`src/rtl/fifo_pkg.sv`:
```
// Shared definitions for the read-side nibble packer: default sizes, FSM encoding, width helper.
// Latency: n/a (declarations only).
// Backpressure: n/a.
package fifo_pkg;

  localparam int WD_DEF        = 4;
  localparam int NPW_DEF       = 4;
  localparam int FRAME_LEN_DEF = 8;

  typedef enum logic [1:0] {
    RUN        = 2'd0,
    FLUSH_WAIT = 2'd1,
    FLUSH_PUSH = 2'd2
  } state_e;

  // Bits needed to count 0..v-1; never less than one bit.
  function automatic int cw(input int v);
    return (v <= 2) ? 1 : $clog2(v);
  endfunction

endpackage

```
`src/rtl/word_skid_buf.sv`:
```
// Two-entry {data,last} word buffer between the packer and the output stream.
// Latency: a pushed word is visible at the head one cycle after the push.
// Backpressure: push is dropped only when full without a same-cycle pop; caller never does that.
module word_skid_buf #(
  parameter int DW = 16
) (
  input  logic          clk_i,
  input  logic          rst_i,
  input  logic          push_i,
  input  logic [DW-1:0] push_data_i,
  input  logic          push_last_i,
  input  logic          pop_i,
  output logic [DW-1:0] head_data_o,
  output logic          head_last_o,
  output logic [1:0]    occ_o
);

  logic [DW-1:0] d0_q, d1_q;
  logic          l0_q, l1_q;
  logic [1:0]    occ_q;
  logic          pop_eff, push_eff;
  logic [1:0]    wr_idx;

  assign pop_eff  = pop_i && (occ_q != 2'd0);
  assign push_eff = push_i && ((occ_q != 2'd2) || pop_eff);
  // Slot the new word lands in, after any same-cycle shift from a pop.
  assign wr_idx   = occ_q - {1'b0, pop_eff};

  // Shift on pop, then write the incoming word into the first free slot.
  always_ff @(posedge clk_i or posedge rst_i) begin
    if (rst_i) begin
      d0_q  <= '0;
      d1_q  <= '0;
      l0_q  <= 1'b0;
      l1_q  <= 1'b0;
      occ_q <= 2'd0;
    end else begin
      if (pop_eff) begin
        d0_q <= d1_q;
        l0_q <= l1_q;
      end
      if (push_eff && (wr_idx == 2'd0)) begin
        d0_q <= push_data_i;
        l0_q <= push_last_i;
      end
      if (push_eff && (wr_idx == 2'd1)) begin
        d1_q <= push_data_i;
        l1_q <= push_last_i;
      end
      occ_q <= occ_q + {1'b0, push_eff} - {1'b0, pop_eff};
    end
  end

  assign head_data_o = d0_q;
  assign head_last_o = l0_q;
  assign occ_o       = occ_q;

endmodule

```
`src/rtl/fifo_rd_packer.sv`:
```
// Pops nibbles from the async FIFO read port, packs NPW per word, tags frame ends, supports flush.
// Latency: word appears one cycle after its last nibble lands (two cycles after that nibble's read).
// Backpressure: reads throttle on registered buffer occupancy so a landing nibble never overflows it.
module fifo_rd_packer
  import fifo_pkg::*;
#(
  parameter int WD        = WD_DEF,
  parameter int NPW       = NPW_DEF,
  parameter int FRAME_LEN = FRAME_LEN_DEF
) (
  input  logic              rclk,
  input  logic              rst,
  input  logic              fifo_empty,
  output logic              fifo_rd_en,
  input  logic [WD-1:0]     fifo_rdata,
  input  logic              fifo_rdata_valid,
  input  logic              flush,
  output logic [WD*NPW-1:0] out_data,
  output logic              out_valid,
  input  logic              out_ready,
  output logic              out_last,
  output logic              busy,
  output logic              err_unexp
);

  localparam int OW  = WD * NPW;
  localparam int NCW = cw(NPW);
  localparam int FCW = cw(FRAME_LEN);
  localparam logic [NCW:0]   NPW_W   = (NCW+1)'(NPW);
  localparam logic [NCW:0]   ONE_W   = (NCW+1)'(1);
  localparam logic [NCW-1:0] NIB_MAX = NCW'(NPW - 1);
  localparam logic [FCW-1:0] FRM_MAX = FCW'(FRAME_LEN - 1);

  state_e         state_q;
  logic [NCW-1:0] nib_cnt_q;
  logic           inflight_q;
  logic [FCW-1:0] frame_cnt_q;
  logic [OW-1:0]  asm_q, asm_d;
  logic           err_q;

  logic [1:0]     occ;
  logic [NCW:0]   n_cnt;
  logic           take, word_done, frame_end, flush_go;
  logic           push, push_last, pop;

  // Nibbles already held plus the one still on its way back from the FIFO.
  assign n_cnt = {1'b0, nib_cnt_q} + {{NCW{1'b0}}, inflight_q};

  // With one word buffered, only read if this nibble cannot complete a second word.
  assign fifo_rd_en = !rst && (state_q == RUN) && !fifo_empty &&
                      ((occ == 2'd0) || ((occ == 2'd1) && ((n_cnt + ONE_W) < NPW_W)));

  assign take      = fifo_rdata_valid && inflight_q;
  assign word_done = take && (nib_cnt_q == NIB_MAX);
  assign frame_end = (frame_cnt_q == FRM_MAX);
  assign flush_go  = (state_q == FLUSH_PUSH) && (occ != 2'd2);
  assign push      = word_done || flush_go;
  assign push_last = word_done ? frame_end : 1'b1;
  assign pop       = out_valid && out_ready;

  // Assembly word with the landing nibble merged into its slot; upper slots stay zero.
  always_comb begin
    asm_d = asm_q;
    if (take) asm_d[nib_cnt_q*WD +: WD] = fifo_rdata;
  end

  // Read tracking, nibble packing, frame counting and the flush FSM.
  always_ff @(posedge rclk or posedge rst) begin
    if (rst) begin
      state_q     <= RUN;
      nib_cnt_q   <= '0;
      inflight_q  <= 1'b0;
      frame_cnt_q <= '0;
      asm_q       <= '0;
      err_q       <= 1'b0;
    end else begin
      if (fifo_rd_en)            inflight_q <= 1'b1;
      else if (fifo_rdata_valid) inflight_q <= 1'b0;

      if (fifo_rdata_valid && !inflight_q) err_q <= 1'b1;

      if (take) begin
        if (word_done) begin
          asm_q       <= '0;
          nib_cnt_q   <= '0;
          frame_cnt_q <= frame_end ? '0 : frame_cnt_q + FCW'(1);
        end else begin
          asm_q     <= asm_d;
          nib_cnt_q <= nib_cnt_q + NCW'(1);
        end
      end

      case (state_q)
        RUN: if (flush) state_q <= FLUSH_WAIT;
        FLUSH_WAIT: begin
          if (!inflight_q) begin
            if (nib_cnt_q == '0) begin
              frame_cnt_q <= '0;
              state_q     <= RUN;
            end else begin
              state_q <= FLUSH_PUSH;
            end
          end
        end
        FLUSH_PUSH: begin
          if (flush_go) begin
            asm_q       <= '0;
            nib_cnt_q   <= '0;
            frame_cnt_q <= '0;
            state_q     <= RUN;
          end
        end
        default: state_q <= RUN;
      endcase
    end
  end

  word_skid_buf #(.DW(OW)) u_obuf (
    .clk_i       (rclk),
    .rst_i       (rst),
    .push_i      (push),
    .push_data_i (asm_d),
    .push_last_i (push_last),
    .pop_i       (pop),
    .head_data_o (out_data),
    .head_last_o (out_last),
    .occ_o       (occ)
  );

  assign out_valid = (occ != 2'd0);
  assign busy      = (state_q != RUN);
  assign err_unexp = err_q;

endmodule

```
`config.mk`:
```
export PLATFORM = sky130hd
export DESIGN_NAME = fifo_rd_packer
export DESIGN_NICKNAME = d
export VERILOG_FILES = /design/src/rtl/fifo_pkg.sv /design/src/rtl/word_skid_buf.sv /design/src/rtl/fifo_rd_packer.sv
export SDC_FILE = /design/constraint.sdc
export NUM_CORES = 1
export LEC_CHECK = 0
export ABC_CLOCK_PERIOD_IN_PS = 2700
export BUFFER_PORTS_ARGS = -buffer_cell sky130_fd_sc_hd__buf_2
export CORE_ASPECT_RATIO = 1.4
export CORE_MARGIN = 8
export CORE_UTILIZATION = 53
export CTS_CLUSTER_DIAMETER = 80
export DETAILED_ROUTE_END_ITERATION = 12
export GPL_TIMING_DRIVEN = 0
export PLACE_DENSITY = 0.81
export RECOVER_POWER = 100
export SETUP_SLACK_MARGIN = 0.4
export SYNTH_ARGS = -nofsm -noshare
export SYNTH_HDL_FRONTEND = slang
export SYNTH_HIERARCHICAL = 1
export SYNTH_SLANG_ARGS = --single-unit
```
`constraint.sdc`:
```
create_clock -name rclk -period 2.7 [get_ports rclk]
set_input_delay 0.27 -clock rclk [delete_from_list [all_inputs] [get_ports rclk]]
set_output_delay 0.27 -clock rclk [all_outputs]
set_load 0.05 [all_outputs]
```
==> metrics.yaml <==
detailed_routing:
  drc: 0
  wire_per_inst_um: 18.2
  ant_nets: 0
  num_vias: 2144
  drt-initial-drc-count: 87
  via_per_inst: 5.67
  routed_wl_um: 6860
  dr.pass1.iters: 4
sta:
  slew_violations: 0
  relSlewSlack_pct: 13.8
  timing.hold.ws_ns: -0.0529
  finalSetupTns_ns: 0
  clock-skew-final_ns: 0.0132
  worst_pin_slew_ns: 1.29
  finalHoldViolCount: 11
  period_minus_slack_ns: 2.41
  setup_viol: 0
  rsz0062_at_grt: "true"
  max_clock_freq_ghz: 0.416
  period_share_pct: 89.1
place:
  place_area_mm2: 0.00364
  numPortBuffers: 29
  hpwl_um: 4750
  finalWeightedCongestion: 0.811
  place_inst: 353
min_path:
  hp-class: "in2async"
grt:
  grtUsageTotal_pct: 16.0
  grt_pass1_wl_um: 11700
  grt_max_degree: 27
  first_global_vias: 2322
  antenna_found_initial: 0
  overflow: 0
clocking:
  numCtsBuffers: 9
  clock-sinks: 61
  cts_hold_buf: 0
  path_clk_slew_ns: 0.08
  clock_latency_ns: 0.35
  cts_root_buf: "clkbuf_8"
  clockBufferDepth: 2
  cts_tree: "yes"
  cts_max_level: 3
yosys:
  synthTopCellsByArea: "dfrtp_1 (46%), mux2_4 (12%), mux2_2 (8.5%), ha_1 (4.9%), a22o_1 (3.2%)"
  yosysTopAreaCell: "dfrtp_1"
  synth_area_per_cell_um2: 13.2
  synth_area_mm2: 0.00332
  yosys_warnings: 6
  synth_cell_type_count: 44
  ys_seq_elements: 61
  netlist_instances: 251
  synth_nets: 274
  yosysSeqAreaShare_pct: 45.9
  yosys.area.top_type_share_pct: 45.9
cells_and_area:
  layout-drive-gt1-share_pct: 33.7
  fin_nets: 324
  fin_area_mm2: 0.00379
  fin_cells: 378
  antenna_cells: 0
  seqCellArea_mm2: 0.00153
  fillers: 499
  multi_input_area_mm2: 0.00166
  syn2layout_area_growth_pct: 14.2
power_and_ir_drop:
  vdd_ir_drop_max_uv: 547
  power.density_mw_per_mm2: 864
  power.leakage_nw: 1.83
flow_run:
  max_cap_viol_count: 0
floorplanning:
  die_x_um: 82.9
  die-area_mm2: 0.00910
  start_util_pct: 54.2
  die_h_um: 110
  rows: 34
  core_area_mm2: 0.00613
  pin_count: 31
outcome:
  status: "finished with violations"
  violations: "hold timing"
setup_path:
  crit_type: "reg2reg"
  critPathRequiredTime_ns: 2.93
  cp.arrival_ns: 2.64
  cp-end-kind: "flip-flop"
  cp-start-kind: "flip-flop"
  crit_fanout: 10
==> per-stage QoR <==
step | worst slack, ns | total power [mW] | utilization [%]
2_1_floorplan | 0.199 | 2.20 | -
3_3_place_gp | 0.0372 | 2.42 | 58.9
3_5_place_dp | 0.0101 | 2.46 | 59.4
4_1_cts | 0.420 | 3.39 | 64.0
5_1_grt | 0.201 | 3.46 | 61.9
6_report | 0.294 | 3.28 | 61.9
==> path summary, 6_finish.rpt <==
kind / end / from / slack, ns / cells past startpoint
setup / recovery: u_obuf/head_last_o / u_obuf/occ_o[0] / 0.29 / 10
hold / removal: u_obuf/d1_q[10] / rst / -0.05 / 2
setup reg to reg: u_obuf/head_last_o / u_obuf/occ_o[0] / 0.29 / 10
hold reg to reg: err_unexp / err_unexp / 0.47 / 1
max in group asynchronous: u_obuf/d1_q[6] / rst / 1.18 / 3
min in group rclk: inflight_q / fifo_rdata_valid / 0.20 / 2
==> final cells by class <==
type	instances	area share, %
multi-input cells	170	43.7
flip-flops and latches	61	40.3
repair buffers	39	5.21
clock buffers	10	3.63
well taps	72	2.37
plain buffers	9	1.85
clock inverters	6	1.81
inverters	11	1.15
==> where the power goes <==
part           internal [mW]  switching [mW]
clock network          0.457           0.390
logic                  0.505           0.785
registers               1.05          0.0868
==> logic make-up after synthesis <==
group / count (synthesis) / synth area share (%)
flops: 61 / 45.9
simple gates: 57 / 11.7
mux: 52 / 20.5
compound gates: 45 / 12.2
buf+inv: 20 / 3.99
fa+ha+maj: 13 / 4.89
xor+xnor: 3 / 0.791
==> cell usage in the layout (no fill, tap or decap), types with 2 or more instances in the layout <==
cell type	n
buf_4	8
nand3b_1	2
nand2_1	16
dfrtp_1	59
a31oi_1	2
and4_1	2
o211ai_1	3
mux2_2	19
inv_6	2
and3_1	5
nand3_4	2
a21oi_1	8
buf_2	9
ha_1	11
nand3_1	2
dfrtp_2	2
xnor2_1	3
clkbuf_1	26
o21ai_4	2
a2bb2oi_1	2
nor3_1	2
and2_4	2
nor2_1	5
inv_1	10
mux2_1	9
a32o_1	8
buf_6	2
a22o_2	4
a22o_1	12
mux2_4	23
nand4b_1	5
clkbuf_8	10
nand2b_1	2
==> synthesized netlist by cell type, drive strengths merged <==
cell     number
dfrtp        61
mux2         51
nand2        17
a22o         16
ha           13
inv          11
buf           9
a21oi         8
a32o          8
nor2          6
and3          5
nand4b        5
and2          4
nand3         4
o211ai        4
xnor2         3
a2bb2oi       2
a31oi         2
and4          2
nand2b        2
nand3b        2
nor3          2
o21ai         2
or2           2
a21o          1
and4bb        1
mux2i         1
nand4bb       1
nor2b         1
nor4          1
nor4b         1
o211a         1
o21bai        1
or3           1
==> critical path: stages (launching register included) <==
cell      delay (ns)
dfrtp_2         0.41
or2_4           0.26
and2_4          0.16
o21ai_4         0.07
clkbuf_1        0.24
inv_4           0.06
ha_4            0.16
o211a_1         0.16
o211ai_4        0.27
buf_12          0.19
mux2_4          0.31
==> what timing repair did <==
action                                  4_1_cts  5_1_grt
hold endpoints to repair                      0        0
buffers inserted                              9        0
gates resized for setup                       2        5
endpoints found under the setup margin       35       28
pin swaps                                     2        2
==> sequential cells by signal, summed over array words and instances (netlist names) <==
| register | flops |
|---|---|
| u_obuf/occ_o | 2 |
| asm_q | 16 |
| nib_cnt_q | 2 |
| frame_cnt_q | 3 |
| u_obuf/d1_q | 16 |
| u_obuf/head_data_o | 16 |
| u_obuf/l1_q | 1 |
| state_q | 2 |
| inflight_q | 1 |
| u_obuf/head_last_o | 1 |
| err_unexp | 1 |
==> routing by layer <==
metal  vias up  wire, µm  global-route usage [%]  share of wire, %
met5         -         0                       0                 0
met4         0       193                    10.6               2.8
met3        14       244                    2.82               3.6
met2        35      3640                    28.7                53
met1      1064      2780                    17.0                41
li1       1031         -                       -                 -
Note: power is estimated with default switching activity, not from simulation.
